### config.mk
export PLATFORM = sky130hd
export DESIGN_NAME = fg_rate_sequencer_flat
export DESIGN_NICKNAME = d
export VERILOG_FILES = /design/src/rtl/fg_rate_sequencer_if.sv /design/src/rtl/fg_rate_sequencer.sv /design/src/flat_wrapper.sv
export SDC_FILE = /design/constraint.sdc
export NUM_CORES = 1
export LEC_CHECK = 0
export ABC_AREA = 1
export CORE_MARGIN = 2
export CORE_UTILIZATION = 39
export CTS_CLUSTER_DIAMETER = 50
export DETAILED_ROUTE_END_ITERATION = 10
export SYNTH_ARGS = -nofsm -noshare
export SYNTH_HDL_FRONTEND = slang
export SYNTH_SLANG_ARGS = --single-unit
### constraint.sdc
create_clock -name Fg_CLK -period 4.38 [get_ports Fg_CLK]
set_clock_uncertainty 0.1 [all_clocks]
set_input_delay 0.657 -clock Fg_CLK [delete_from_list [all_inputs] [get_ports Fg_CLK]]
set_output_delay 0.657 -clock Fg_CLK [all_outputs]
set_load 0.01 [all_outputs]
### src/rtl/fg_rate_sequencer_if.sv
// Host-side divide-ratio update channel for the function-generator rate sequencer.
// The host drives Div_Val/Div_Req. The sequencer answers with Div_Ack/Div_Err pulses.
interface fg_rate_sequencer_if #(
  parameter int unsigned DIV_W = 16
) ();

  logic [DIV_W-1:0] Div_Val;
  logic             Div_Req;
  logic             Div_Ack;
  logic             Div_Err;

  modport master (
    output Div_Val,
    output Div_Req,
    input  Div_Ack,
    input  Div_Err
  );

  modport slave (
    input  Div_Val,
    input  Div_Req,
    output Div_Ack,
    output Div_Err
  );

endinterface

### src/rtl/fg_rate_sequencer.sv
// Run/stop and rate controller for function-generator sample timing.
// Emits Fg_En one cycle before Dac_En, once every active_div cycles.
// A new divide ratio is applied only on a period boundary.
module fg_rate_sequencer #(
  parameter int unsigned DIV_W       = 16,
  parameter int unsigned DEFAULT_DIV = 4,
  parameter int unsigned MIN_DIV     = 2
) (
  input  logic                     Fg_CLK,
  input  logic                     Fg_RESET,
  input  logic                     Start,
  input  logic                     Stop,
  fg_rate_sequencer_if.slave       div_if,
  output logic                     Fg_En,
  output logic                     Dac_En,
  output logic                     Busy
);

  typedef enum logic [1:0] {
    IDLE      = 2'd0,
    RUN       = 2'd1,
    STOP_PEND = 2'd2
  } state_e;

  state_e           state_q, state_d;
  logic [DIV_W-1:0] cnt_q, cnt_d;
  logic [DIV_W-1:0] active_div_q, active_div_d;
  logic [DIV_W-1:0] reload_val;
  logic             ack_q, ack_d;
  logic             err_q, err_d;
  logic             fg_en_q, fg_en_d;
  logic             dac_en_q, dac_en_d;
  logic             busy_q, busy_d;
  logic             period_end;
  logic             req_take;
  logic             div_ok;
  logic             resume;

  // Next-state, counter, ratio handshake and registered-output decode
  always_comb begin
    state_d      = state_q;
    cnt_d        = cnt_q;
    active_div_d = active_div_q;
    ack_d        = 1'b0;
    err_d        = 1'b0;
    fg_en_d      = 1'b0;
    dac_en_d     = 1'b0;
    busy_d       = 1'b0;

    period_end = (cnt_q == '0);
    resume     = Start && !Stop;
    div_ok     = (div_if.Div_Val >= DIV_W'(MIN_DIV));
    // A pending request is taken at any idle cycle, or on the last cycle of a period
    req_take   = div_if.Div_Req && !ack_q && ((state_q == IDLE) || period_end);

    if (req_take) begin
      ack_d = 1'b1;
      err_d = !div_ok;
      if (div_ok) begin
        active_div_d = div_if.Div_Val;
      end
    end

    reload_val = active_div_d - DIV_W'(1);

    case (state_q)
      IDLE: begin
        cnt_d = '0;
        if (resume) begin
          state_d = RUN;
          cnt_d   = reload_val;
        end
      end

      RUN: begin
        if (Stop) begin
          state_d = STOP_PEND;
        end
        cnt_d = period_end ? reload_val : (cnt_q - DIV_W'(1));
      end

      STOP_PEND: begin
        // Resume keeps counting so the strobe train has no gap
        if (resume) begin
          state_d = RUN;
          cnt_d   = period_end ? reload_val : (cnt_q - DIV_W'(1));
        end else if (period_end) begin
          state_d = IDLE;
          cnt_d   = '0;
        end else begin
          cnt_d   = cnt_q - DIV_W'(1);
        end
      end

      default: begin
        state_d = IDLE;
        cnt_d   = '0;
      end
    endcase

    busy_d   = (state_d != IDLE);
    fg_en_d  = busy_d && (cnt_d == DIV_W'(1));
    dac_en_d = busy_d && (cnt_d == '0);
  end

  // State and output registers; reset drops any in-flight request
  always_ff @(posedge Fg_CLK) begin
    if (Fg_RESET) begin
      state_q      <= IDLE;
      cnt_q        <= '0;
      active_div_q <= DIV_W'(DEFAULT_DIV);
      ack_q        <= 1'b0;
      err_q        <= 1'b0;
      fg_en_q      <= 1'b0;
      dac_en_q     <= 1'b0;
      busy_q       <= 1'b0;
    end else begin
      state_q      <= state_d;
      cnt_q        <= cnt_d;
      active_div_q <= active_div_d;
      ack_q        <= ack_d;
      err_q        <= err_d;
      fg_en_q      <= fg_en_d;
      dac_en_q     <= dac_en_d;
      busy_q       <= busy_d;
    end
  end

  assign Fg_En          = fg_en_q;
  assign Dac_En         = dac_en_q;
  assign Busy           = busy_q;
  assign div_if.Div_Ack = ack_q;
  assign div_if.Div_Err = err_q;

  // Strobes never overlap while the ratio is at least two
  a_strobe_excl : assert property (@(posedge Fg_CLK) disable iff (Fg_RESET)
    !(Fg_En && Dac_En));

  a_err_with_ack : assert property (@(posedge Fg_CLK) disable iff (Fg_RESET)
    div_if.Div_Err |-> div_if.Div_Ack);

  a_ack_single : assert property (@(posedge Fg_CLK) disable iff (Fg_RESET)
    div_if.Div_Ack |=> !div_if.Div_Ack);

endmodule
### src/flat_wrapper.sv
// flat-port wrapper written by rule: the top's interface ports become plain ports
module fg_rate_sequencer_flat 
#(
  parameter int unsigned DIV_W       = 16,
  parameter int unsigned DEFAULT_DIV = 4,
  parameter int unsigned MIN_DIV     = 2
)
  (Fg_CLK, Fg_RESET, Start, Stop, Fg_En, Dac_En, Busy, div_if_Div_Val, div_if_Div_Req, div_if_Div_Ack, div_if_Div_Err);
  fg_rate_sequencer_if #(.DIV_W(DIV_W)) div_if_i ();
  input  logic Fg_CLK;
  input  logic Fg_RESET;
  input  logic Start;
  input  logic Stop;
  output logic Fg_En;
  output logic Dac_En;
  output logic Busy;
  input wire logic [$bits(div_if_i.Div_Val)-1:0] div_if_Div_Val;
  input wire logic [$bits(div_if_i.Div_Req)-1:0] div_if_Div_Req;
  output wire logic [$bits(div_if_i.Div_Ack)-1:0] div_if_Div_Ack;
  output wire logic [$bits(div_if_i.Div_Err)-1:0] div_if_Div_Err;
  assign div_if_i.Div_Val = div_if_Div_Val;
  assign div_if_i.Div_Req = div_if_Div_Req;
  assign div_if_Div_Ack = div_if_i.Div_Ack;
  assign div_if_Div_Err = div_if_i.Div_Err;
  fg_rate_sequencer #(.DIV_W(DIV_W), .DEFAULT_DIV(DEFAULT_DIV), .MIN_DIV(MIN_DIV)) u_core (.Fg_CLK(Fg_CLK), .Fg_RESET(Fg_RESET), .Start(Start), .Stop(Stop), .div_if(div_if_i), .Fg_En(Fg_En), .Dac_En(Dac_En), .Busy(Busy));
endmodule
# == Word-level counts from Yosys, hierarchy flattened ==
# Cells that the tools add are included.
# classes
addsub,2
n_lt_le_gt_ge,1
mul,0
reduce_logical,14
muxes,13
n_shift,0
n_bitwise,1
n_div,0
n_eq_ne,3
# op_table
op,count
$mux W16,6
$pmux W16 S3,1
$logic_not A16 Y1,2
$sub A16 B1 Y16 const B,2
$eq A16 B1 Y1 const B,1
$ge A16 B2 Y1 const B,1
$mux W2,4
$pmux W2 S3,1
$logic_and A1 B1 Y1,5
$logic_not A1 Y1,3
$eq A2 B1 Y1 const B,1
$eq A2 B2 Y1 const B,1
$logic_not A2 Y1,1
$reduce_bool A2 Y1,1
$reduce_or A2 Y1,1
$logic_or A1 B1 Y1,1
$mux W1,1
$not A1 Y1,1
# word_totals
regBits,39
latchBits,0
mem_bits_rw,0
romBits,0
in_bits,21
n_memories,0
output_inout_bits,5

# == Longest topological paths before layout ==
# depth
ltp_word,10
ltp_mapped,22
depth_no_buf,21

# == Worst setup path after synthesis ==
# No wires, ideal clock.
# synth_timing
path_kind,input to register
start,input port div_if_Div_Req
end,"register u_core.dac_en_q, in the netlist u_core.Dac_En"
setup_slack_ns,1.728
arrival_ns,2.488
path_buffers,1
setup_time_ns,0.064
path_stages,15
t_required_ns,4.216
cell_sequence,inv_1 nor2_4 buf_1 nand3_2 nand2_1 nand2_1 ha_1 or2_0 nand3_1 nand2_1 nor2_1 nand2_1 nor2_1 nand4_1 nor2_1
# synth_via
elab_chain_cells,9
# synth_rtl
element,line_no,text
"start, declared",flat_wrapper.sv:18,input wire logic [$bits(div_if_i.Div_Req)-1:0] div_if_Div_Req;
$logic_and A1 B1 Y1 (*) (2 in series),fg_rate_sequencer.sv:54,req_take = div_if.Div_Req && !ack_q && ((state_q == IDLE) || period_end);
$mux W16 (*),fg_rate_sequencer.sv:56,if (req_take) begin
$sub A16 B1 Y16 (*),fg_rate_sequencer.sv:64,reload_val = active_div_d - DIV_W'(1);
$mux W16,"fg_rate_sequencer.sv:79, fg_rate_sequencer.sv:86",
$mux W16,fg_rate_sequencer.sv:84,if (resume) begin
$pmux W16 S3 (*),fg_rate_sequencer.sv:66,case (state_q)
$logic_not A16 Y1 (*),fg_rate_sequencer.sv:103,dac_en_d = busy_d && (cnt_d == '0);
$logic_and A1 B1 Y1 (*),fg_rate_sequencer.sv:103,
"end signal, assigned",fg_rate_sequencer.sv:124,dac_en_q <= dac_en_d;
"end, declared",fg_rate_sequencer.sv:32,"logic dac_en_q, dac_en_d;"
# Mark *: on every way between the ends. The rest lies on a longest branch, timed or not.
# A chain may end at the register's enable or synchronous reset.

# == Final worst setup path ==
# layout_timing
start,input port div_if_Div_Val[13]
end,"register u_core.fg_en_q, in the netlist u_core.Fg_En"
# layout_via
elab_chain_cells,9
# layout_rtl
element,line_no,text
"start, declared",flat_wrapper.sv:17,input wire logic [$bits(div_if_i.Div_Val)-1:0] div_if_Div_Val;
$ge A16 B2 Y1,fg_rate_sequencer.sv:52,div_ok = (div_if.Div_Val >= DIV_W'(MIN_DIV));
$mux W16 (*),fg_rate_sequencer.sv:59,if (div_ok) begin
$mux W16 (*),fg_rate_sequencer.sv:56,
$sub A16 B1 Y16 (*),fg_rate_sequencer.sv:64,
$mux W16,"fg_rate_sequencer.sv:79, fg_rate_sequencer.sv:86",
$mux W16,fg_rate_sequencer.sv:84,
$pmux W16 S3 (*),fg_rate_sequencer.sv:66,
$eq A16 B1 Y1 (*),fg_rate_sequencer.sv:102,fg_en_d = busy_d && (cnt_d == DIV_W'(1));
$logic_and A1 B1 Y1 (*),fg_rate_sequencer.sv:102,
"end signal, assigned",fg_rate_sequencer.sv:123,fg_en_q <= fg_en_d;
"end, declared",fg_rate_sequencer.sv:31,"logic fg_en_q, fg_en_d;"
# Marks and branches as above.

==> flow_summary.ini <==
[logic_synthesis]
synth_area_um2 = 2810
synth_edf_count = 0
yosysTopAreaCellShare = 0.278
avgSynthCellArea_um2 = 5.94
ys_types = 32
ys_seq_area_frac = 0.278
synth-warning-count = 0
synthCells = 473
async_flop_share = 0
ys_ff_latch = 39
synth_ff_type = dfxtp_1
netlist_top_cells_area = dfxtp_1, nand2_1, nor2_1
synthesis.nets = 497
synth_largest_area_cell = dfxtp_1

[clock_tree]
cts_buffers = 5
cts.sinks = 39
htreeDepth = 2
clock_path_buffers = 2
ctsResizeCount = 0
cts_hold_buf = 0
worstSkewPairLatency_ns = 0.30
path_clk_slew_ns = 0.08
post_cts_buffers = 0
clockRootBuffer = clkbuf_8
tritoncts = done

[timing]
hold_viol_final = 0
drv_slew = 0
finalSetupTns_ns = 0
relSlewSlack = 0.734
period_share = 0.788
worst_slew_pin_slew_ns = 0.396
max_freq_ghz = 0.290
layout_setup_ws_ns = 0.927
rsz0062_at_grt = false
finalCriticalPeriod_ns = 3.45
setup_viol = 0

[setup_path]
end_kind = flop
critical_path_peak_fanout = 18
cp.arrival_ns = 3.59
regToRegSetupSlack_ns = 1.36
cp-start-kind = primary input
crit-reg2reg-capture = u_core.Fg_En
cp.required_ns = 4.52
reg2reg_from = u_core.cnt_q[0]
critPathKind = in2reg
reg2reg_depth = 20

[cells_and_area]
multi_input_area_um2 = 1720
n_antenna_cell = 0
final_cells = 594
area_delta_synth_final_pct = 16.0
seqCellArea_um2 = 781
fillCellCount = 743
drive_gt1_frac = 0.0924
fin_util = 0.474
fin_nets = 521

[floorplan]
dieArea_um2 = 7890
start_util = 0.409
io_pins = 26
num_rows = 30
coreArea_um2 = 6870
die_width_um = 88.9
die_h_um = 88.9

[hold_path]
hp-start = u_core.active_div_q[0]
holdPathStages = 4
worstHoldEndpoint = u_core.active_div_q[0]
hp-class = reg2reg

[global_routing]
grt_pass1_wl_um = 12900
grt_pass1_vias = 2748
antenna_found_initial = 0
grt_max_degree = 37
gr-usage-all-layers = 0.210
gr-total-overflow = 0

[detailed_routing]
post-route-drc-count = 0
wl_per_cell_um = 12.7
firstDrtPassIters = 4
vias = 2904
initialDrtViolationCount = 296
viasPerCell = 4.89
routed_wl_um = 7520
final_antenna_net_count = 0

[pwr]
power.density_nw_per_um2 = 428
ir_drop_uv = 179
leakage_nw = 1.60

[job]
drv_cap = 0

[placement]
place_inst = 586
dp_slack_ns = 0.688
dp_hpwl_um = 5830
place.gp.congestion = 0.950
portBuffers = 25

[outcome]
status = complete, no violations
==> cells by family (layout without fill, tap and decap cells) <==
kind of cell / count (synthesis) / in the layout / synth area share
AOI/OAI and AO/OA: 41 / 41 / 0.0824
xor gates and xnor gates: 9 / 9 / 0.0281
adders and majority gates: 3 / 3 / 0.0134
DFF: 39 / 39 / 0.278
and+or+nand+nor: 303 / 303 / 0.488
buffers and inverters: 78 / 103 / 0.111
==> worst max-delay path by stage <==
stage / start / endpoint
after floorplan: div_if_Div_Req / u_core.Dac_En
after global placement: div_if_Div_Val[15] / u_core.Dac_En
after detailed placement: div_if_Div_Val[2] / u_core.Fg_En
after CTS: div_if_Div_Val[15] / u_core.Fg_En
after global routing: div_if_Div_Val[3] / u_core.Fg_En
final: div_if_Div_Val[13] / u_core.Fg_En
==> per-stage QoR <==
step                      cell area (µm²)  hold WS, ns  total power, mW
after floorplan                      2810        0.413            0.920
after global placement               3140        0.494             1.07
after detailed placement             3140        0.494             1.07
after CTS                            3260        0.508             1.39
after global routing                 3260        0.539             1.51
final                                3260        0.502             1.39
==> worst max-delay path, cell delays in order <==
cell and delay, ns:
clkdlybuf4s50_1 0.42, nor2_1 0.10, nand2_1 0.10, nor2_4 0.22, nand2_2 0.25, nand3_2 0.27
nand2_1 0.07, nand2_1 0.14, ha_1 0.23, nand3_1 0.17, nor2_1 0.25, nand3_1 0.11
nand3_1 0.09, nand2_1 0.07, inv_2 0.07, nand3_1 0.07, nor2_1 0.10, nand2_1 0.10
nor2_1 0.08
==> placed cells by master, fill, tap and decap left out, types with 3 or more instances in the layout <==
cell type | Yosys | routed
nand4_1 | 12 | 12
xor2_1 | 6 | 6
inv_1 | 66 | 66
dfxtp_1 | 39 | 39
nor2_1 | 77 | 77
nor2_4 | 5 | 5
ha_1 | 3 | 3
or2_2 | 3 | 3
nor2_2 | 13 | 13
nand3_1 | 38 | 38
clkdlybuf4s50_1 | 0 | 25
xnor2_1 | 3 | 3
clkbuf_8 | 0 | 6
nor3_1 | 7 | 7
nand2_1 | 134 | 134
nand2_2 | 7 | 7
o21ai_0 | 23 | 23
a21oi_1 | 8 | 8
==> cells in the mapped netlist (4+ instances only) <==
| cell | number |
|---|---|
| nand2_1 | 134 |
| a21oi_1 | 8 |
| xor2_1 | 6 |
| nand4_1 | 12 |
| nor2_1 | 77 |
| inv_1 | 66 |
| clkbuf_1 | 4 |
| nand2_2 | 7 |
| nand3_1 | 38 |
| nor2_2 | 13 |
| nor2_4 | 5 |
| o21ai_0 | 23 |
| dfxtp_1 | 39 |
| nor3_1 | 7 |
==> sequential cells by signal (all words and copies together) (netlist names) <==
signal and cells:
u_core.Busy 1, u_core.Dac_En 1, u_core.Fg_En 1, u_core.active_div_q 16
u_core.cnt_q 16, u_core.div_if.Div_Ack 1, u_core.div_if.Div_Err 1, u_core.state_q 2
==> layout make-up <==
class | instances | share of cell area
inverter | 68 | 0.0784
clock inverter | 2 | 0.0108
tap | 96 | 0.0369
clock buffer | 6 | 0.0254
timing repair buffer | 27 | 0.0815
sequential | 39 | 0.240
multi-input combinational | 356 | 0.527
==> report_power, final <==
| part | switching, mW | internal [mW] |
|---|---|---|
| Clock | 0.137 | 0.185 |
| Combinational | 0.429 | 0.219 |
| Sequential | 0.0293 | 0.395 |
| Total | 0.595 | 0.798 |
==> routing by layer <==
| layer | wire [µm] | GRT usage | up-vias |
|---|---|---|---|
| met1 | 3760 | 0.289 | 1297 |
| met2 | 3250 | 0.339 | 65 |
| met5 | 0 | 0 | - |
| met3 | 354 | 0.0364 | 13 |
| met4 | 156 | 0.0592 | 0 |
| li1 | - | - | 1529 |
No activity file was read; power rests on OpenSTA's default activity.
